===== src/rtl/multi_dataflow_engine_ctrl.sv =====
// Engine-side job controller: gates the source stream into the kernel, buffers kernel
// results in a small FIFO toward the sink, and ends a job after cnt_limit output beats.
module multi_dataflow_engine_ctrl #(
  parameter int unsigned DATA_W     = 32,
  parameter int unsigned CNT_W      = 16,
  parameter int unsigned FIFO_DEPTH = 4
) (
  input  logic              clk_i,
  input  logic              rst_ni,
  input  logic              clear_i,
  input  logic              enable_i,
  input  logic              start_i,
  input  logic [CNT_W-1:0]  cnt_limit_i,
  output logic              ready_o,
  output logic              done_o,
  output logic [CNT_W-1:0]  cnt_out_o,
  output logic [CNT_W-1:0]  cnt_in_o,
  input  logic              in_valid_i,
  output logic              in_ready_o,
  input  logic [DATA_W-1:0] in_data_i,
  output logic              k_in_valid_o,
  input  logic              k_in_ready_i,
  output logic [DATA_W-1:0] k_in_data_o,
  input  logic              k_out_valid_i,
  output logic              k_out_ready_o,
  input  logic [DATA_W-1:0] k_out_data_i,
  output logic              out_valid_o,
  input  logic              out_ready_i,
  output logic [DATA_W-1:0] out_data_o
);

  localparam int unsigned AW = $clog2(FIFO_DEPTH);

  typedef enum logic [1:0] {IDLE, RUN, DONE} state_e;

  state_e            state_q, state_d;
  logic [CNT_W-1:0]  limit_q, limit_d;
  logic [CNT_W-1:0]  cnt_out_q, cnt_out_d;
  logic [CNT_W-1:0]  cnt_in_q, cnt_in_d;
  logic              done_q, done_d;
  logic [AW-1:0]     wr_ptr_q, wr_ptr_d;
  logic [AW-1:0]     rd_ptr_q, rd_ptr_d;
  logic [AW:0]       count_q, count_d;
  logic [DATA_W-1:0] mem_q [FIFO_DEPTH];

  logic run, fifo_full, fifo_empty, start_acc;
  logic in_hs, push, pop;

  function automatic logic [CNT_W-1:0] sat_inc(input logic [CNT_W-1:0] v);
    return (&v) ? v : v + CNT_W'(1);
  endfunction

  // A zero-limit job must see no handshakes at all, so the run gate also requires limit != 0.
  assign run        = enable_i & (state_q == RUN) & (limit_q != '0);
  assign fifo_full  = (count_q == (AW+1)'(FIFO_DEPTH));
  assign fifo_empty = (count_q == '0);
  assign start_acc  = start_i & ~clear_i & (state_q != RUN);

  assign k_in_valid_o  = run & in_valid_i;
  assign in_ready_o    = run & k_in_ready_i;
  assign k_in_data_o   = in_data_i;
  assign k_out_ready_o = run & ~fifo_full;
  assign out_valid_o   = run & ~fifo_empty;
  assign out_data_o    = out_valid_o ? mem_q[rd_ptr_q] : '0;

  assign in_hs = in_valid_i & in_ready_o;
  assign push  = k_out_valid_i & k_out_ready_o;
  assign pop   = out_valid_o & out_ready_i;

  assign ready_o   = (state_q != RUN);
  assign done_o    = done_q;
  assign cnt_out_o = cnt_out_q;
  assign cnt_in_o  = cnt_in_q;

  always_comb begin
    state_d   = state_q;
    limit_d   = limit_q;
    cnt_out_d = cnt_out_q;
    cnt_in_d  = cnt_in_q;
    done_d    = 1'b0;
    wr_ptr_d  = wr_ptr_q;
    rd_ptr_d  = rd_ptr_q;
    count_d   = count_q;
    if (clear_i) begin
      state_d   = IDLE;
      limit_d   = '0;
      cnt_out_d = '0;
      cnt_in_d  = '0;
      wr_ptr_d  = '0;
      rd_ptr_d  = '0;
      count_d   = '0;
    end else if (start_acc) begin
      state_d   = RUN;
      limit_d   = cnt_limit_i;
      cnt_out_d = '0;
      cnt_in_d  = '0;
      wr_ptr_d  = '0;
      rd_ptr_d  = '0;
      count_d   = '0;
    end else if (state_q == RUN) begin
      if (limit_q == '0) begin
        state_d = DONE;
        done_d  = 1'b1;
      end else begin
        if (in_hs) cnt_in_d = sat_inc(cnt_in_q);
        if (push)  wr_ptr_d = wr_ptr_q + AW'(1);
        if (pop) begin
          rd_ptr_d  = rd_ptr_q + AW'(1);
          cnt_out_d = cnt_out_q + CNT_W'(1);
          if (cnt_out_d == limit_q) begin
            state_d = DONE;
            done_d  = 1'b1;
          end
        end
        case ({push, pop})
          2'b10:   count_d = count_q + (AW+1)'(1);
          2'b01:   count_d = count_q - (AW+1)'(1);
          default: count_d = count_q;
        endcase
      end
    end
  end

  always_ff @(posedge clk_i or negedge rst_ni) begin
    if (!rst_ni) begin
      state_q   <= IDLE;
      limit_q   <= '0;
      cnt_out_q <= '0;
      cnt_in_q  <= '0;
      done_q    <= 1'b0;
      wr_ptr_q  <= '0;
      rd_ptr_q  <= '0;
      count_q   <= '0;
    end else begin
      state_q   <= state_d;
      limit_q   <= limit_d;
      cnt_out_q <= cnt_out_d;
      cnt_in_q  <= cnt_in_d;
      done_q    <= done_d;
      wr_ptr_q  <= wr_ptr_d;
      rd_ptr_q  <= rd_ptr_d;
      count_q   <= count_d;
    end
  end

  // FIFO storage carries data only; occupancy is tracked by the reset pointers above.
  always_ff @(posedge clk_i) begin
    if (push) mem_q[wr_ptr_q] <= k_out_data_i;
  end

endmodule


===== config.mk =====
export PLATFORM = sky130hd
export DESIGN_NAME = multi_dataflow_engine_ctrl
export DESIGN_NICKNAME = d
export VERILOG_FILES = /design/src/rtl/multi_dataflow_engine_ctrl.sv
export SDC_FILE = /design/constraint.sdc
export NUM_CORES = 1
export LEC_CHECK = 0
export ABC_AREA = 1
export CAP_MARGIN = 20
export CELL_PAD_IN_SITES_DETAIL_PLACEMENT = 0
export CELL_PAD_IN_SITES_GLOBAL_PLACEMENT = 1
export CORE_MARGIN = 2
export CORE_UTILIZATION = 35
export DETAILED_ROUTE_END_ITERATION = 10
export PLACE_DENSITY_LB_ADDON = 0.1
export SLEW_MARGIN = 25
export SYNTH_ARGS = -nofsm -noshare
export SYNTH_HDL_FRONTEND = slang
export SYNTH_SLANG_ARGS = --single-unit

===== constraint.sdc =====
create_clock -name clk_i -period 2.95 [get_ports clk_i]
set_input_delay 0.295 -clock clk_i [delete_from_list [all_inputs] [get_ports clk_i]]
set_output_delay 0.295 -clock clk_i [all_outputs]
set_load 0.1 [all_outputs]

==> summary.md, run 1 <==
| Metric | Value |
|---|---|
| Drt first pass iters | `4` |
| Initial antenna violation count | `0` |
| Synthesized Nets | `999` |
| Hold crit path type | `primary input to asynchronous set/reset pin` |
| Leading cell type in the layout, fill and taps excluded | `nor2_1` |
| Die height | `161 um` |
| Hpwl dp | `14600 um` |
| FILL cells | `2324` |
| Number of synthesized flops with an enable pin | `128` |
| Max Clock Skew | `0.0157 ns` |
| Die area | `26000 sq um` |
| Antenna diode count | `0` |
| Ports | `191` |
| Clock Latency Late Sink | `0.43 ns` |
| WP data arrival | `2.38 ns` |
| Crit path capture type | `output pin` |
| Worst path most repeated cell | `nor2_1` |
| # setup viols final | `0` |
| Layout cell share with drive strength beyond 1 | `0.146` |
| Gpl congestion | `0.797` |
| Routed len/inst | `16.2 um` |
| Root Driver | `clkbuf_16` |
| Pin count of the biggest net entering global routing | `55` |
| Post CTS Setup Buffer Count | `0` |
| Worst rel slew slack | `0.451` |
| Cts bufs inserted | `17` |
| Family with the most delay on the worst path | `flip-flops` |
| VDD IR max | `0.317 mV` |
| Leak | `4.27 nW` |
| Setup_tns | `0 ns` |
| Cells after Synth | `902` |
| Synth Warn # | `0` |
| Max Slew Vio Count | `0` |
| Iteration-0 DRC Markers | `433` |
| Fin nets | `1096` |
| GRT overflow | `0` |
| Via/cell ratio | `4.76` |
| Crit. path cell count | `6` |
| Critical-path cell list | `buf_4 > nor2_1 > nor2_1 > o21ai_0 > a21oi_1 > buf_12` |
| Register bit total from synthesis | `186` |
| Cts repair resizes | `0` |
| Vias in the first global route | `6435` |
| Die Wd | `161 um` |
| Critical Path RT | `2.65 ns` |
| Htree depth | `4` |
| TritonCTS sink count | `186` |
| Final Hold Viols | `0` |
| Ys async rst share | `0.312` |
| Remaining antenna violation count after routing | `0` |
| Mapped cell area | `8670 sq um` |
| Area Growth Syn to Fin | `27.8%` |
| Initial core utilization | `0.356` |
| Slew @ Worst Pin | `0.823 ns` |
| Synth cell types | `37` |
| Design Power | `0.00567 W` |
| Slowest cell on the critical path | `dfrtp_2` |
| Num rows | `57` |
| DRC viols | `0` |
| Post-synthesis sequential area ratio | `0.611` |
| Most frequent cells in the layout | `nor2_1, nand2_1, edfxtp_1, o21ai_0, inv_1` |
| Crit share post-route | `0.908` |
| Register area | `5300 sq um` |
| Status | `finished clean` |
| TritonCTS clock tree | `built` |
| Placeable Area | `24300 sq um` |
| Unrepaired setup endpoints after global routing | `no` |
| Clock slew at reported path FFs | `0.08 ns` |
| Crit path buf inv count | `2` |
| Multi-input gate area | `2790 sq um` |
| Highest Clock Rate | `373 MHz` |
| Total number of vias | `6355` |
| Port-buffer cells | `126` |
| Clock Path Buffers | `2` |
| Top FF cell, synth | `edfxtp_1` |
| Total track usage | `0.170` |
| Routed wire length | `21600 um` |
| Tmin final | `2.68 ns` |
| First-pass GRT wire length | `34600 um` |
| Pwr dens | `512 nW/um^2` |
| CP Launch Type | `register` |
| Critical path type | `register to output pin` |
| Reg2Reg Depth | `13` |
| Avg Inst Size Synth | `9.61 sq um` |
| Worst Path Max Fanout | `34` |
| Largest stage delay on the critical path | `0.79 ns` |
| Max_cap viols | `0` |
per-stage QoR:
stage	std cells	instance area, sq um	setup slack (ns)	util	hold slack, ns
finish	1336	11100	0.271	0.455	0.382
global route	1336	11100	0.0494	0.455	0.415
CTS	1336	11100	0.204	0.455	0.379
detailed placement	1303	10400	0.388	0.429	0.311
global placement	1303	10400	0.456	0.429	0.302
floorplan	902	8730	-0.154	-	-0.000591
cell usage after synthesis, types with 5 or more instances:
library cell    n  area (sq um)
nor2_1        188           706
ha_1            7          87.6
nand2_1       135           507
inv_2           5          18.8
nand4_1         9          56.3
edfxtp_1      128          3840
buf_4          33           248
nor3_1          7          35.0
a21oi_1        39           195
inv_1          65           244
o22ai_1        11          68.8
xor2_1         12           105
clkbuf_1       26          97.6
o21ai_1        17          85.1
nand3_1        37           185
dfrtp_1        58          1450
o21ai_0        86           430
layout make-up:
class,count,area share
Sequential cell,186,0.478
Clock inverter,15,0.0177
Clock buffer,17,0.0384
Multi-Input combinational cell,579,0.252
Inverter,71,0.0241
Timing Repair Buffer,144,0.153
Tap cell,324,0.0366
power breakdown:
part	total (W)	switching [W]	leakage (nW)	internal, W
registers	0.00287	0.0000296	1.95	0.00284
clock network	0.00234	0.00111	0.300	0.00123
logic	0.000450	0.000294	2.02	0.000155
registers in the layout, indices dropped and copies added, names as in the netlist:
name	flops
cnt_in_o	16
cnt_out_o	16
count_q	3
done_o	1
limit_q	16
mem_q	128
rd_ptr_q	2
state_q	2
wr_ptr_q	2
per-layer routing:
layer	wire [um]	global-route usage	vias to the layer above
li1	-	-	3192
met1	10000	0.223	3025
met2	10600	0.291	123
met3	728	0.0321	15
met4	229	0.0467	0
met5	0	0	-
what timing repair did:
item	in CTS	in global routing
hold buffers	1	0
setup endpoints to repair	0	0
hold endpoints to repair	20	0
cells by family after synthesis:
kind of cell,Yosys count,share of synthesized area
AOI/OAI and AO/OA,161,0.0980
adders and majority gates,8,0.0124
buffers and inverters,137,0.0741
and+or+nand+nor,395,0.189
DFF,186,0.611
xor gates and xnor gates,15,0.0152
path summary, 6_finish.rpt:
check                                     end  slack (ns)           start
worst max register to register     count_q[2]        0.48      state_q[0]
worst min register to register     state_q[1]        0.49      state_q[1]
worst max-delay path            out_data_o[3]        0.27     rd_ptr_q[0]
worst min-delay path            cnt_out_o[10]        0.38          rst_ni
min in group clk_i                 limit_q[9]        0.44  cnt_limit_i[9]
max in group asynchronous          state_q[1]        1.86          rst_ni
(Power assumes the default switching activity.)
==> inputs of run 2 (changes only) <==
- CAP_MARGIN: 20 -> unset
- GPL_TIMING_DRIVEN: unset -> 0
==> run 2 against run 1 <==
Worst setup slack got worse by 0.11 ns. Critical path depth increased by 4. Utilization up 1.1 points. Count of clock-buffer cells in the layout is the same. Routed wire length rose by 4.7%. First-iteration DRC count is 22% lower. Sequential cell count is the same. Largest cell class unchanged. Highest routed layer unchanged.
==> summary.md, run 2 (synthesis gave the netlist of run 1 again) <==
| Metric | Value |
|---|---|
| VDD IR max | `0.346 mV` |
| Pwr dens | `511 nW/um^2` |
| FF-to-FF End | `count_q[2]` |
| Register name with the most flops | `mem_q` |
| Unrepaired setup endpoints after global routing | `no` |
| Area Growth Syn to Fin | `30.9%` |
| Register area | `5300 sq um` |
| FILL cells | `2395` |
| Htree depth | `4` |
| Critical Path RT | `2.65 ns` |
| Worst Path Max Fanout | `10` |
| Placeable Area | `24300 sq um` |
| Highest Clock Rate | `358 MHz` |
| Multi-input gate area | `2790 sq um` |
| R2R Setup Slk | `0.44 ns` |
| Setup_tns | `0 ns` |
| Antenna diode count | `0` |
| Tmin final | `2.79 ns` |
| Clock Latency Late Sink | `0.43 ns` |
| Total track usage | `0.178` |
| Clock Path Buffers | `2` |
| Num rows | `57` |
| GRT overflow | `0` |
| Total number of vias | `6657` |
| Die Wd | `161 um` |
| Initial antenna violation count | `0` |
| Die area | `26000 sq um` |
| Max Clock Skew | `0.0146 ns` |
| Layout cell share with drive strength beyond 1 | `0.137` |
| Port-buffer cells | `158` |
| Vias in the first global route | `6591` |
| Met3 Use GR | `0.0398` |
| Routed wire length | `22600 um` |
| Crit share post-route | `0.947` |
| Die height | `161 um` |
| RR Startpoint | `limit_q[3]` |
| Met2 Usage GRT | `0.300` |
| CP Launch Type | `register` |
| Clock slew at reported path FFs | `0.07 ns` |
| Routed len/inst | `15.9 um` |
| Fin nets | `1183` |
| Via/cell ratio | `4.68` |
| Post CTS Setup Buffer Count | `0` |
| Crit path capture type | `output pin` |
| Slew @ Worst Pin | `0.987 ns` |
| Core Util, Final | `0.466` |
| Root Driver | `clkbuf_16` |
| Hold crit path type | `primary input to asynchronous set/reset pin` |
| Initial core utilization | `0.356` |
| Max Slew Vio Count | `0` |
| Critical path type | `register to output pin` |
| Pin count of the biggest net entering global routing | `48` |
| Reg2Reg Depth | `14` |
| Hpwl dp | `15800 um` |
| Iteration-0 DRC Markers | `339` |
| Drt first pass iters | `4` |
| Ports | `191` |
| Leading cell type in the layout, fill and taps excluded | `nor2_1` |
| # setup viols final | `0` |
| WP data arrival | `2.50 ns` |
| Cts bufs inserted | `17` |
| Number of flip-flops in the largest register | `128` |
| TritonCTS clock tree | `built` |
| Most frequent cells in the layout | `nor2_1, nand2_1, edfxtp_1, clkdlybuf4s50_1, o21ai_0` |
| Leak | `4.43 nW` |
| Top Usage Layer GRT | `met2` |
| TritonCTS sink count | `186` |
| Status | `finished clean` |
| Met1 Usage GRT | `0.231` |
| Worst rel slew slack | `0.340` |
| Gpl congestion | `0.818` |
| First-pass GRT wire length | `35500 um` |
| Max_cap viols | `0` |
| Remaining antenna violation count after routing | `0` |
| DRC viols | `0` |
| Final Hold Viols | `0` |
-- run 2: cell types whose count changed in the layout (fill, tap and decap cells not counted), moves of 3 or more --
cell / previous run / this run
buf_4: 49 / 35
buf_12: 38 / 0
clkbuf_1: 0 / 13
buf_16: 0 / 6
clkbuf_4: 0 / 15
clkdlybuf4s50_1: 55 / 121
clkbuf_2: 0 / 11
buf_2: 1 / 26
clkinv_8: 4 / 0
inv_6: 1 / 4
-- run 2: area by class of cell --
cell class / instances / area share
buffer: 66 / 0.0355
clock buffer: 17 / 0.0375
clock inverter: 15 / 0.0127
inverter: 71 / 0.0235
multi-input combinational: 579 / 0.246
sequential: 186 / 0.467
tap: 324 / 0.0357
timing repair buffer: 165 / 0.142
-- run 2: what timing repair did --
item / 4_1_cts / 5_1_grt
hold buffers: 1 / 0
resized for setup: 179 / 32
hold endpoints to repair: 11 / 0
cloned: 0 / 0
endpoints found under the setup margin: 36 / 33
-- run 2: how the worst max path moves through the flow --
stage,depth (start not counted),slack [ns],end,startpoint
2_1_floorplan,8,-0.15,out_data_o[22],state_q[0]
3_3_place_gp,1,-0.57,cnt_in_o[7],rst_ni
3_5_place_dp,7,-0.39,out_data_o[24],rd_ptr_q[0]
4_1_cts,6,0.008,out_data_o[27],rd_ptr_q[0]
5_1_grt,10,0.002,out_data_o[2],limit_q[4]
6_report,10,0.16,out_data_o[9],limit_q[3]
-- run 2: routing by layer --
| metal | up-vias | share of wire |
|---|---|---|
| met1 | 3115 | 0.46 |
| li1 | 3374 | - |
| met5 | - | 0 |
| met2 | 152 | 0.49 |
| met4 | 0 | 0.011 |
| met3 | 16 | 0.045 |
-- run 2: critical path, stage by stage (launching register included) --
cell,delay [ns]
dfrtp_1,0.41
nor2_1,0.06
nand2_1,0.07
nor2_1,0.05
nand2_1,0.11
nand2_1,0.10
nor2_2,0.12
nand2_1,0.22
clkbuf_4,0.29
a21oi_1,0.19
buf_2,0.46
-- run 2: where the power goes --
group          internal (W)  switching (W)
Combinational      0.000220       0.000478
Sequential          0.00284      0.0000315
Clock               0.00113        0.00109
-- run 2: per-stage QoR --
step	total power, W	instances	cell area (sq um)	hold WS, ns	setup slack, ns
2_1_floorplan	0.00339	902	8730	-0.000591	-0.154
3_3_place_gp	0.00363	1384	10700	0.470	-0.572
3_5_place_dp	0.00364	1390	10900	0.166	-0.387
4_1_cts	0.00585	1423	11300	0.240	0.00775
5_1_grt	0.00603	1423	11300	0.253	0.00156
6_report	0.00579	1423	11300	0.257	0.156
==> inputs of run 3 (changes only) <==
- CAP_MARGIN: unset -> 0
- SLEW_MARGIN: 25 -> unset
==> run 3 against run 2 <==
Critical path depth is 3 lower. Worst setup slack better by 0.011 ns. Sequential share of layout area is 0.59 points higher. Largest power group unchanged. Non-clock buffer count is 6 lower. Clock skew is 0.0014 ns higher. Global-route usage is 0.28 points lower. Combinational power is 2% lower.
==> summary.md, run 3 (synthesis gave the netlist of run 1 again) <==
| Metric | Value |
|---|---|
| Status | `finished clean` |
| Slew @ Worst Pin | `1.12 ns` |
| Max_cap viols | `0` |
| Crit path capture type | `output pin` |
| Total track usage | `0.175` |
| Final setup margin | `0.167 ns` |
| Multi-input gate area | `2790 sq um` |
| Hold crit path type | `primary input to register` |
| Total number of vias | `6659` |
| Initial core utilization | `0.356` |
| Most frequent cells in the layout | `nor2_1, nand2_1, edfxtp_1, clkdlybuf4s50_1, o21ai_0` |
| Port-buffer cells | `158` |
| Final instance area | `11200 sq um` |
| Die height | `161 um` |
| Fin nets | `1177` |
| # setup viols final | `0` |
| Post-place setup slack | `-0.381 ns` |
| Clock slew at reported path FFs | `0.08 ns` |
| Setup_tns | `0 ns` |
| Routed wire length | `22300 um` |
| Tmin final | `2.78 ns` |
| Clock Latency Late Sink | `0.44 ns` |
| TritonCTS sink count | `186` |
| Critical path type | `register to output pin` |
| Die Wd | `161 um` |
| Die area | `26000 sq um` |
| Leak | `4.35 nW` |
| Crit path to | `out_data_o[3]` |
| Hold path start | `cnt_limit_i[10]` |
| Crit share post-route | `0.943` |
| VDD IR max | `0.352 mV` |
| DRC viols | `0` |
| Clock Path Buffers | `2` |
| Highest Clock Rate | `359 MHz` |
| RR Startpoint | `limit_q[3]` |
| Worst Path Max Fanout | `10` |
| First-pass GRT wire length | `35000 um` |
| Hpwl dp | `15200 um` |
| Via/cell ratio | `4.70` |
| Leading cell type in the layout, fill and taps excluded | `nor2_1` |
| Initial antenna violation count | `0` |
| Cts bufs inserted | `17` |
| CP Launch Type | `register` |
| Gpl congestion | `0.818` |
| Critical Path Start | `rd_ptr_q[1]` |
| Register area | `5300 sq um` |
| FF-to-FF End | `mem_q[0][17]` |
| Layout cell share with drive strength beyond 1 | `0.129` |
| Area Growth Syn to Fin | `29.2%` |
| Root Driver | `clkbuf_16` |
| Max Clock Skew | `0.0160 ns` |
| Final Hold Viols | `0` |
| FILL cells | `2385` |
| Remaining antenna violation count after routing | `0` |
| Num rows | `57` |
| Placeable Area | `24300 sq um` |
| Routed len/inst | `15.8 um` |
| Critical Path RT | `2.65 ns` |
| Pwr dens | `516 nW/um^2` |
| Reg2Reg Depth | `10` |
| Ports | `191` |
| Unrepaired setup endpoints after global routing | `yes` |
| Htree depth | `4` |
| Worst Hold Margin | `0.418 ns` |
| Vias in the first global route | `6541` |
| Max Slew Vio Count | `0` |
| Register name with the most flops | `mem_q` |
| Drt first pass iters | `5` |
| R2R Setup Slk | `0.32 ns` |
| Number of flip-flops in the largest register | `128` |
| Placed instance area | `10700 sq um` |
| Antenna diode count | `0` |
| Iteration-0 DRC Markers | `399` |
| Worst rel slew slack | `0.250` |
| TritonCTS clock tree | `built` |
| GRT overflow | `0` |
| WP data arrival | `2.49 ns` |
| Worst hold path depth | `3` |
| Pin count of the biggest net entering global routing | `59` |
[run 3: metal layers]
layer | up-vias | part of all wire | GRT usage
li1 | 3360 | - | -
met1 | 3132 | 0.46 | 0.233
met2 | 146 | 0.48 | 0.292
met3 | 21 | 0.044 | 0.0339
met4 | 0 | 0.013 | 0.0499
met5 | - | 0 | 0
[run 3: power breakdown]
group	total (W)	internal [W]	switching (W)	leakage, nW
Clock	0.00222	0.00113	0.00109	0.275
Sequential	0.00288	0.00284	0.0000323	1.95
Combinational	0.000686	0.000211	0.000475	2.12
[run 3: cell type report]
cell class,instances,area share
plain buffers,66,0.0355
clock buffers,17,0.0380
clock inverters,15,0.0128
inverters,71,0.0238
multi-input cells,579,0.249
flip-flops and latches,186,0.473
well taps,324,0.0362
repair buffers,159,0.132
[run 3: repair_timing]
item | CTS | global route
hold buffers | 1 | 0
setup buffers | 0 | 0
hold endpoints to repair | 45 | 0
setup endpoints to repair | 36 | 34
resized for setup | 175 | 42
gates cloned | 0 | 0
[run 3: critical path, cell delays in order, from the launching register on]
cell and delay (ns):
dfrtp_1 0.32, clkbuf_1 0.26, clkinv_1 0.28, clkbuf_1 0.34
nor2_1 0.17, o21ai_0 0.09, a21oi_1 0.22, clkbuf_4 0.38
[run 3: worst min-delay path by stage]
stage	end	slack, ns
after floorplan	cnt_in_o[0]	-0.0006
after global placement	state_q[1]	0.47
after detailed placement	cnt_out_o[8]	0.45
after CTS	limit_q[10]	0.41
after global routing	limit_q[6]	0.43
final	limit_q[10]	0.42
[run 3: per-stage QoR]
step	utilization	total power (W)	cells
after detailed placement	0.440	0.00363	1384
after global routing	0.461	0.00601	1417
after CTS	0.458	0.00584	1417
final	0.461	0.00578	1417
after floorplan	-	0.00339	902
after global placement	0.441	0.00363	1384
